$ cat src/rtl/line_rotation_pkg.sv
// Shared constants and state encoding for the line-rotation cut scheduler
// and its descrambler-side twin.
package line_rotation_pkg;
  localparam logic [15:0] LFSR_POLY        = 16'hB400;
  localparam logic [15:0] ZERO_KEY_SEED    = 16'hACE1;
  localparam int          ACTIVE_LINE_SIZE = 1440;
  localparam int          CUT_W            = 8;

  typedef enum logic [1:0] {
    ST_IDLE      = 2'd0,
    ST_ARM       = 2'd1,
    ST_RUN       = 2'd2,
    ST_SYNC_LOST = 2'd3
  } sched_state_t;

  // A zero key would lock the LFSR at zero, so it maps to a fixed non-zero seed.
  function automatic logic [15:0] seed_of(input logic [15:0] key);
    return (key == 16'h0000) ? ZERO_KEY_SEED : key;
  endfunction
endpackage

$ cat src/rtl/scramble_lfsr_step.sv
// One step of the 16-bit Galois right-shift LFSR used to derive cut positions.
module scramble_lfsr_step
  import line_rotation_pkg::*;
#(
  parameter logic [15:0] POLY = LFSR_POLY
) (
  input  logic [15:0] i_lfsr,
  output logic [15:0] o_lfsr
);
  assign o_lfsr = (i_lfsr >> 1) ^ (i_lfsr[0] ? POLY : 16'h0000);
endmodule

$ cat src/rtl/cut_position_scheduler.sv
// Per-line cut position generator: keyed LFSR sequenced by H/V/F timing,
// frame-aligned key changes and a line-period watchdog.
module cut_position_scheduler
  import line_rotation_pkg::*;
#(
  parameter logic [15:0] POLY          = LFSR_POLY,
  parameter int          MAX_LINE_CLKS = 2200,
  parameter int          LINE_CNT_BITS = 10
) (
  input  logic                     clk,
  input  logic                     reset_n,
  input  logic                     H,
  input  logic                     V,
  input  logic                     F,
  input  logic                     enable,
  input  logic [15:0]              key_in,
  input  logic                     key_valid,
  output logic                     key_ready,
  output logic [CUT_W-1:0]         raw_cut_position,
  output logic                     cut_valid,
  output logic [LINE_CNT_BITS-1:0] line_index,
  output logic                     sync_error
);
  localparam int                WD_W   = $clog2(MAX_LINE_CLKS + 1);
  localparam logic [WD_W-1:0]   WD_MAX = WD_W'(MAX_LINE_CLKS);

  sched_state_t             r_state, w_state_next;
  logic                     r_prev_h, r_prev_v;
  logic [15:0]              r_lfsr, w_lfsr_next;
  logic [CUT_W-1:0]         r_raw, w_raw_next;
  logic                     r_cut_valid, w_cut_valid_next;
  logic                     r_sync_error, w_sync_error_next;
  logic [LINE_CNT_BITS-1:0] r_line_index;
  logic [WD_W-1:0]          r_wd_cnt;
  logic                     r_key_pending, r_have_key;
  logic [15:0]              r_pending_key, r_active_key;

  logic        w_hr, w_hf, w_vf, w_frame_start, w_wd_hit, w_apply;
  logic [15:0] w_step, w_seed;

  assign w_hr          = ~r_prev_h & H;
  assign w_hf          = r_prev_h & ~H;
  assign w_vf          = r_prev_v & ~V;
  assign w_frame_start = w_vf & ~F;
  assign w_wd_hit      = (r_wd_cnt == WD_MAX);
  assign w_seed        = seed_of(r_key_pending ? r_pending_key : r_active_key);

  scramble_lfsr_step #(.POLY(POLY)) u_step (
    .i_lfsr (r_lfsr),
    .o_lfsr (w_step)
  );

  always_comb begin
    w_state_next      = r_state;
    w_lfsr_next       = r_lfsr;
    w_raw_next        = '0;
    w_cut_valid_next  = 1'b0;
    w_sync_error_next = r_sync_error;
    w_apply           = 1'b0;
    if (!enable) begin
      w_state_next = ST_IDLE;
    end else begin
      unique case (r_state)
        ST_IDLE: begin
          if (r_have_key || r_key_pending) w_state_next = ST_ARM;
        end
        ST_ARM, ST_SYNC_LOST: begin
          // A watchdog hit only matters while armed; SYNC_LOST waits for a frame start.
          if (r_state == ST_ARM && w_wd_hit) begin
            w_state_next      = ST_SYNC_LOST;
            w_sync_error_next = 1'b1;
          end else if (w_frame_start) begin
            w_state_next      = ST_RUN;
            w_lfsr_next       = w_seed;
            w_raw_next        = w_seed[CUT_W-1:0];
            w_cut_valid_next  = 1'b1;
            w_sync_error_next = 1'b0;
            w_apply           = 1'b1;
          end
        end
        ST_RUN: begin
          w_raw_next       = r_raw;
          w_cut_valid_next = 1'b1;
          if (w_wd_hit) begin
            w_state_next      = ST_SYNC_LOST;
            w_raw_next        = '0;
            w_cut_valid_next  = 1'b0;
            w_sync_error_next = 1'b1;
          end else if (w_frame_start) begin
            w_lfsr_next = w_seed;
            w_raw_next  = w_seed[CUT_W-1:0];
            w_apply     = 1'b1;
          end else if (w_vf || (w_hr && !V)) begin
            w_lfsr_next = w_step;
            w_raw_next  = w_step[CUT_W-1:0];
          end
        end
        default: w_state_next = ST_IDLE;
      endcase
    end
  end

  always_ff @(posedge clk or negedge reset_n) begin
    if (!reset_n) begin
      r_state       <= ST_IDLE;
      r_prev_h      <= 1'b1;
      r_prev_v      <= 1'b1;
      r_lfsr        <= ZERO_KEY_SEED;
      r_raw         <= '0;
      r_cut_valid   <= 1'b0;
      r_sync_error  <= 1'b0;
      r_line_index  <= '0;
      r_wd_cnt      <= '0;
      r_key_pending <= 1'b0;
      r_have_key    <= 1'b0;
      r_pending_key <= '0;
      r_active_key  <= '0;
    end else begin
      r_state      <= w_state_next;
      r_prev_h     <= H;
      r_prev_v     <= V;
      r_lfsr       <= w_lfsr_next;
      r_raw        <= w_raw_next;
      r_cut_valid  <= w_cut_valid_next;
      r_sync_error <= w_sync_error_next;

      if (w_hf)                r_wd_cnt <= '0;
      else if (!w_wd_hit)      r_wd_cnt <= r_wd_cnt + 1'b1;

      if (w_vf)                                   r_line_index <= '0;
      else if (w_hr && !V && (r_line_index != '1)) r_line_index <= r_line_index + 1'b1;

      // Apply and accept are mutually exclusive: accept needs no key pending.
      if (w_apply && r_key_pending) begin
        r_active_key  <= r_pending_key;
        r_have_key    <= 1'b1;
        r_key_pending <= 1'b0;
      end else if (key_valid && !r_key_pending) begin
        r_pending_key <= key_in;
        r_key_pending <= 1'b1;
      end
    end
  end

  assign key_ready        = ~r_key_pending;
  assign raw_cut_position = r_raw;
  assign cut_valid        = r_cut_valid;
  assign line_index       = r_line_index;
  assign sync_error       = r_sync_error;
endmodule

$ cat config.mk
export PLATFORM = sky130hd
export DESIGN_NAME = cut_position_scheduler
export DESIGN_NICKNAME = d
export VERILOG_FILES = /design/src/rtl/line_rotation_pkg.sv /design/src/rtl/scramble_lfsr_step.sv /design/src/rtl/cut_position_scheduler.sv
export SDC_FILE = /design/constraint.sdc
export NUM_CORES = 1
export LEC_CHECK = 0
export ABC_AREA = 1
export BUFFER_PORTS_ARGS = -buffer_cell sky130_fd_sc_hd__buf_2
export CAP_MARGIN = 20
export CORE_MARGIN = 2
export CORE_UTILIZATION = 40
export DETAILED_ROUTE_END_ITERATION = 8
export PLACE_DENSITY = 0.59
export SETUP_SLACK_MARGIN = 0.15
export SYNTH_ARGS = -nofsm -noshare
export SYNTH_HDL_FRONTEND = slang
export SYNTH_SLANG_ARGS = --single-unit
$ cat constraint.sdc
create_clock -name clk -period 1.7 [get_ports clk]
set_input_delay 0.34 -clock clk [delete_from_list [all_inputs] [get_ports clk]]
set_output_delay 0.34 -clock clk [all_outputs]
set_load 0.1 [all_outputs]
== Word level (Yosys, flattened, before mapping) ==
Index checks and enable logic that the tools add are counted.

* Logic and storage cells: 101
* Output and inout bits: 21
* Bits in registers: 86

* Add/sub/neg operators: 2
* Muxes and demuxes: 40
* Equal/unequal tests: 16
* Reductions and logical operators: 19
* Bitwise gates (word level): 11

{| class="wikitable"
|+ Operators by type and width
! cell !! count
|-
| $mux 16 || 8
|-
| $mux 8 || 6
|-
| $pmux 16 s2 || 1
|-
| $mux 12 || 2
|-
| $mux 10 || 2
|-
| $logic_not 16->1 || 1
|-
| $pmux 8 s2 || 1
|-
| $xor 15x16->16 || 1
|-
| $add 12x1->12 const B || 1
|-
| $eq 12x12->1 const B || 1
|-
| $ne 3x3->1 const B || 4
|-
| $mux 1 || 11
|-
| $add 10x1->10 const B || 1
|-
| $mux 2 || 5
|-
| $ne 10x10->1 const B || 1
|-
| $ne 2x2->1 const B || 5
|-
| $not 1->1 || 6
|-
| $pmux 1 s2 || 3
|-
| $pmux 2 s3 || 1
|-
| $reduce_and 6->1 || 1
|-
| $reduce_bool 2->1 || 3
|-
| $logic_and 1x1->1 || 5
|-
| $ne 5x5->1 const B || 1
|-
| $and 1x1->1 || 4
|-
| 10 further kinds || 13
|}

== Logic depth before layout (Yosys ltp) ==
* Depth in word-level cells: 10
* Depth in mapped cells: 13
* Mapped depth without buffers: 12

== Hierarchy ==
From an unflattened synthesis, not the netlist that was laid out.

* Cells, all modules: 575
* Area total of the unflattened synthesis: 4531.8 µm²

{| class="wikitable"
|+ By module, submodules not included
! module !! cells each !! seq. area each (µm²) !! times used !! area an instance (µm²)
|-
| cut_position_scheduler || 549 || 2164.6 || 1 || 4385.5
|-
| scramble_lfsr_step || 26 || 0.0 || 1 || 146.4
|}

== Worst setup path after synthesis ==
OpenSTA, ideal clock, no wires.

* Path kind: register to register
* From: register r_line_index[0], in the netlist line_index[0]
* To: register r_line_index[7], in the netlist line_index[7]
* Library setup time: 0.117 ns
* Stages on the path, launching flop included: 12
* Required time: 1.583 ns
* Arrival time: 2.172 ns
* Path buffers: 1
* Setup slack: -0.589 ns
* Cells stage by stage: dfrtp_1 -> ha_1 -> nand2_1 -> inv_1 -> nand4_1 -> nand2_1 -> nand2_1 -> clkbuf_1 -> nand3_1 -> nand2_1 -> nand2_1 -> nor2_1

* Cells in the longest elaborated chain, start to end: 3
* Elaborated cells on any way between the ends: 6

{| class="wikitable"
|+ RTL lines
! what !! RTL line !! source
|-
| start, declared || cut_position_scheduler.sv:33 || <nowiki>logic [LINE_CNT_BITS-1:0] r_line_index;</nowiki>
|-
| start signal, assigned || cut_position_scheduler.sv:131 || <nowiki>else if (w_hr && !V && (r_line_index != '1)) r_line_index <= r_line_index + 1'b1;</nowiki>
|-
| $add 10x1->10 / $ne 10x10->1 (equally long branches) || cut_position_scheduler.sv:131 ||
|-
| $mux 10 / $logic_and 1x1->1 (equally long branches) || cut_position_scheduler.sv:131 ||
|-
| $mux 10 / $reduce_bool 2->1 (equally long branches) || - ||
|}

Several ways; a longest one is shown, not always the timed one. The select of a mux whose other input is x is not followed.
A chain may end at the register's enable or synchronous reset.

== Final worst setup path ==
* From: register r_wd_cnt[1]
* To: register r_lfsr[3]

* Cells in the longest elaborated chain, start to end: 4
* Elaborated cells on any way between the ends: 5

{| class="wikitable"
|+ RTL lines
! what !! RTL line !! source
|-
| start, declared || cut_position_scheduler.sv:34 || <nowiki>logic [WD_W-1:0] r_wd_cnt;</nowiki>
|-
| start signal, assigned || cut_position_scheduler.sv:128 || <nowiki>else if (!w_wd_hit) r_wd_cnt <= r_wd_cnt + 1'b1;</nowiki>
|-
| $eq 12x12->1 * || cut_position_scheduler.sv:45 || <nowiki>assign w_wd_hit = (r_wd_cnt == WD_MAX);</nowiki>
|-
| $logic_and 1x1->1 || cut_position_scheduler.sv:69 || <nowiki>if (r_state == ST_ARM && w_wd_hit) begin</nowiki>
|-
| $ne 2x2->1 (no source line) || - ||
|-
| $reduce_and 6->1 (no source line) * || - ||
|-
| end signal, assigned || cut_position_scheduler.sv:122 || <nowiki>r_lfsr <= w_lfsr_next;</nowiki>
|-
| end, declared || cut_position_scheduler.sv:29 || <nowiki>logic [15:0] r_lfsr, w_lfsr_next;</nowiki>
|}

Every way passes the cells marked *; elsewhere a longest branch is shown, timed or not.

==> metrics.txt <==
# TYPE chip_impl_metric gauge
chip_impl_metric{name="routedWlPerCell",unit="µm"} 13.4
chip_impl_metric{name="numCtsBuffers",unit=""} 9
chip_impl_metric{name="reg2reg_depth",unit=""} 12
chip_impl_metric{name="cells_after_synthesis",unit=""} 525
chip_impl_metric{name="fin_crit_sh",unit="%"} 96.2
chip_impl_metric{name="global_route.overflow_total",unit=""} 0
chip_impl_metric{name="remaining_drc_errors",unit=""} 0
chip_impl_metric{name="power_per_cell_area",unit="nW/µm²"} 1080
chip_impl_info{name="post-synth-top-area-cell",value="dfrtp_1"} 1
chip_impl_metric{name="finalSetupTns",unit="ps"} 0
chip_impl_metric{name="avgViaCountPerCell",unit=""} 4.91
chip_impl_metric{name="pwr-share-clk",unit="%"} 22.2
chip_impl_metric{name="number_of_antenna_violations_at_the_first_check_in_global_routing",unit=""} 0
chip_impl_metric{name="seq_power_share",unit="%"} 48.4
chip_impl_metric{name="core_area",unit="µm²"} 10400
chip_impl_metric{name="comb_power_share",unit="%"} 29.3
chip_impl_info{name="hold_path_end",value="r_prev_v$_DFF_PN1_"} 1
chip_impl_metric{name="synth-seq-cells",unit=""} 86
chip_impl_metric{name="period_minus_slack",unit="ps"} 1640
chip_impl_info{name="cts.root.buffer_cell",value="clkbuf_8"} 1
chip_impl_metric{name="timing.max_cap.violations",unit=""} 0
chip_impl_info{name="min_from",value="V"} 1
chip_impl_metric{name="hpwl",unit="µm"} 6680
chip_impl_metric{name="rows",unit=""} 37
chip_impl_metric{name="first_global_vias",unit=""} 3512
chip_impl_info{name="synth.top_cells.by_area",value="dfrtp_1, nand2_1, dfstp_2"} 1
chip_impl_metric{name="worst_reg_to_reg_setup_slack",unit="ps"} 60
chip_impl_metric{name="drive_above_1_share",unit="%"} 36.3
chip_impl_metric{name="power.static_leakage",unit="nW"} 2.85
chip_impl_metric{name="gp_routability_congestion",unit=""} 0.837
chip_impl_metric{name="vdd_drop_max",unit="mV"} 0.555
chip_impl_info{name="grt_setup_unrepaired",value="yes"} 1
chip_impl_metric{name="finalPower",unit="mW"} 6.02
chip_impl_metric{name="cts-root-to-sink-buffers",unit=""} 2
chip_impl_metric{name="clock_skew",unit="ps"} 11.1
chip_impl_info{name="r2r_start",value="r_wd_cnt[1]$_DFFE_PN0P_"} 1
chip_impl_metric{name="cts_sinks",unit=""} 86
chip_impl_metric{name="timing_max_transition_violations_final",unit=""} 0
chip_impl_metric{name="ys_types",unit=""} 31
chip_impl_metric{name="max_slew.worst_pin.slew",unit="ps"} 487
chip_impl_metric{name="placement.cell_area",unit="µm²"} 4850
chip_impl_metric{name="io_buffer_count",unit=""} 43
chip_impl_metric{name="yosysSeqAreaShare",unit="%"} 50.6
chip_impl_metric{name="ios",unit=""} 44
chip_impl_metric{name="grt_pass1_wl",unit="µm"} 16500
chip_impl_metric{name="slew_headroom",unit="%"} 67.8
chip_impl_metric{name="power.internal",unit="mW"} 3.88
chip_impl_metric{name="finalHoldViolations",unit=""} 0
chip_impl_metric{name="antenna_violating_nets_post_route",unit=""} 0
chip_impl_metric{name="max_clock_freq",unit="MHz"} 611
chip_impl_info{name="hp-class",value="in2reg"} 1
chip_impl_metric{name="worst_ep_required_time",unit="ps"} 1990
chip_impl_metric{name="grt_max_degree",unit=""} 42
chip_impl_metric{name="synth_async_sr_flop_share",unit="%"} 100
chip_impl_info{name="crit_type",value="reg2reg"} 1
chip_impl_metric{name="insertion_delay",unit="ps"} 380
chip_impl_metric{name="start_util",unit="%"} 41.3
chip_impl_metric{name="diodes",unit=""} 0
chip_impl_metric{name="stdcell_area",unit="µm²"} 5590
chip_impl_metric{name="drt_first_pass_iters",unit=""} 5
chip_impl_info{name="status",value="complete, no violations"} 1
chip_impl_metric{name="nets_finish",unit=""} 636
chip_impl_info{name="netlist_top_cells_count",value="nand2_1, dfrtp_1, inv_1, nand3_1, nor2_1"} 1
chip_impl_info{name="yosys.cell_count.top_type",value="nand2_1"} 1
chip_impl_info{name="ys_dominant_reg_cell",value="dfrtp_1"} 1
chip_impl_metric{name="postSynthNetCount",unit=""} 551
chip_impl_metric{name="route.vias.total",unit=""} 3690
chip_impl_metric{name="cp_data_arrival_time",unit="ps"} 1930
chip_impl_metric{name="die_height",unit="µm"} 107
chip_impl_metric{name="die_area",unit="µm²"} 11500
chip_impl_metric{name="flow.area_growth_from_synthesis",unit="%"} 30.5
chip_impl_metric{name="path_clk_slew",unit="ps"} 80
chip_impl_metric{name="netSwitchingFraction",unit="%"} 35.6
chip_impl_info{name="worst_r2r_endpoint",value="r_lfsr[3]$_DFFE_PN0P_"} 1
chip_impl_metric{name="drt_iter0_markers",unit=""} 144
chip_impl_metric{name="mean_instance_size_in_the_synthesized_netlist",unit="µm²"} 8.16
chip_impl_metric{name="routed_wl",unit="µm"} 10100
chip_impl_metric{name="synth-edff-count",unit=""} 0
chip_impl_metric{name="groute.usage.overall",unit="%"} 18.2
chip_impl_metric{name="mappedNetlistArea",unit="µm²"} 4280
chip_impl_metric{name="p_switching",unit="mW"} 2.14
chip_impl_metric{name="die_width",unit="µm"} 107
chip_impl_metric{name="synthesis.yosys.warnings",unit=""} 0
chip_impl_info{name="cts_tree",value="built"} 1
chip_impl_metric{name="timing.final.setup_violations",unit=""} 0
chip_impl_metric{name="fin_worst_hold_slack",unit="ps"} 72.2
chip_impl_metric{name="htreeDepth",unit=""} 3
chip_impl_metric{name="worstPathMaxFanout",unit=""} 17
chip_impl_metric{name="num-fill-cells",unit=""} 976
chip_impl_info{name="critical_path.startpoint_type",value="flop"} 1
chip_impl_info{name="setup.worst_path.end_class",value="flop"} 1
chip_impl_metric{name="fin_util",unit="%"} 53.9
chip_impl_metric{name="timing.hold.worst_path_depth",unit=""} 1
chip_impl_metric{name="synth_top_cell_area_share",unit="%"} 44.4
-- cells by family after synthesis --
family                   share of synthesized area, %
flip-flops                                       50.6
AO/OA/AOI/OAI                                    7.04
multiplexers                                     4.21
adder cells (fa/ha/maj)                         0.877
buffers and inverters                            6.87
XOR/XNOR                                        0.818
AND/OR/NAND/NOR                                  29.6
-- what timing repair did --
action | CTS | global route
hold buffers | 1 | 0
buffers inserted | 13 | 9
hold endpoints to repair | 22 | 0
cloned | 1 | 2
endpoints found under the setup margin | 76 | 64
pin swaps | 4 | 26
gates resized for setup | 22 | 84
-- area by class of cell --
class | instances | area, µm² | area share [%]
Sequential cell | 86 | 2190 | 39.3
Tap cell | 136 | 170 | 3.05
Clock inverter | 4 | 32.5 | 0.582
Timing Repair Buffer | 86 | 684 | 12.2
Multi-Input combinational cell | 372 | 2140 | 38.3
Clock buffer | 12 | 145 | 2.60
Inverter | 55 | 219 | 3.92
-- worst max path at each step --
stage | end | startpoint | slack, ps | cells after the start
3_5_place_dp | r_lfsr[3]$_DFFE_PN0P_ | V | 20 | 11
3_3_place_gp | r_lfsr[3]$_DFFE_PN0P_ | V | 20 | 11
2_1_floorplan | line_index[7]$_DFFE_PN0P_ | line_index[0]$_DFFE_PN0P_ | 20 | 11
4_1_cts | r_lfsr[3]$_DFFE_PN0P_ | r_wd_cnt[0]$_DFFE_PN0P_ | 70 | 12
5_1_grt | r_lfsr[2]$_DFFE_PN0P_ | r_wd_cnt[1]$_DFFE_PN0P_ | -90 | 12
6_report | r_lfsr[3]$_DFFE_PN0P_ | r_wd_cnt[1]$_DFFE_PN0P_ | 60 | 12
-- cells in the final DEF (no fill, tap or decap), types with 10 or more instances in the layout --
cell type,count
inv_1,50
clkbuf_8,10
nand2_2,29
nand3_1,46
a21oi_1,14
dfstp_2,10
buf_4,40
nand2_4,14
mux2_2,16
nor2_1,18
o21ai_0,22
buf_2,28
dfrtp_1,64
nand2_1,146
nor2_2,13
-- sequential cells by signal (all words and copies together) (netlist names) --
register / flops
r_state: 2
r_lfsr: 16
line_index: 10
r_active_key: 16
r_pending_key: 16
r_prev_h: 1
sync_error: 1
raw_cut_position: 8
cut_valid: 1
r_wd_cnt: 12
r_prev_v: 1
r_key_pending: 1
r_have_key: 1
-- through the flow --
step / setup slack [ps] / std cells
4_1_cts: 71.8 / 740
2_1_floorplan: 17.0 / 525
5_1_grt: -91.9 / 751
3_5_place_dp: 20.2 / 709
3_3_place_gp: 23.2 / 709
6_report: 64.5 / 751
-- power by group through the flow --
| stage | Combinational, mW | Clock [mW] | Sequential (mW) |
|---|---|---|---|
| final | 1.77 | 1.34 | 2.92 |
| after floorplan | 0.994 | 0 | 2.99 |
| after global routing | 2.00 | 1.45 | 2.98 |
| after detailed placement | 1.52 | 0 | 2.93 |
| after global placement | 1.49 | 0 | 2.92 |
| after CTS | 1.57 | 1.39 | 2.89 |
-- critical path, cell delays in order (launching register included) --
cell      delay [ps]
dfrtp_1          390
inv_1             60
ha_1             130
nand2_1           50
inv_1             60
nand2_2           70
nand3b_4         200
nand2_4           90
nand2_4           60
a21oi_4          140
buf_12           160
nand2_1           80
o21ai_0           70
-- layer usage --
layer	vias up	share of wire (%)	global-route usage, %
li1	1854	-	-
met1	1727	48	26.6
met2	86	46	26.4
met3	23	3.9	2.78
met4	0	2.8	8.52
met5	-	0	0
Power figures use the tool's default switching activity.
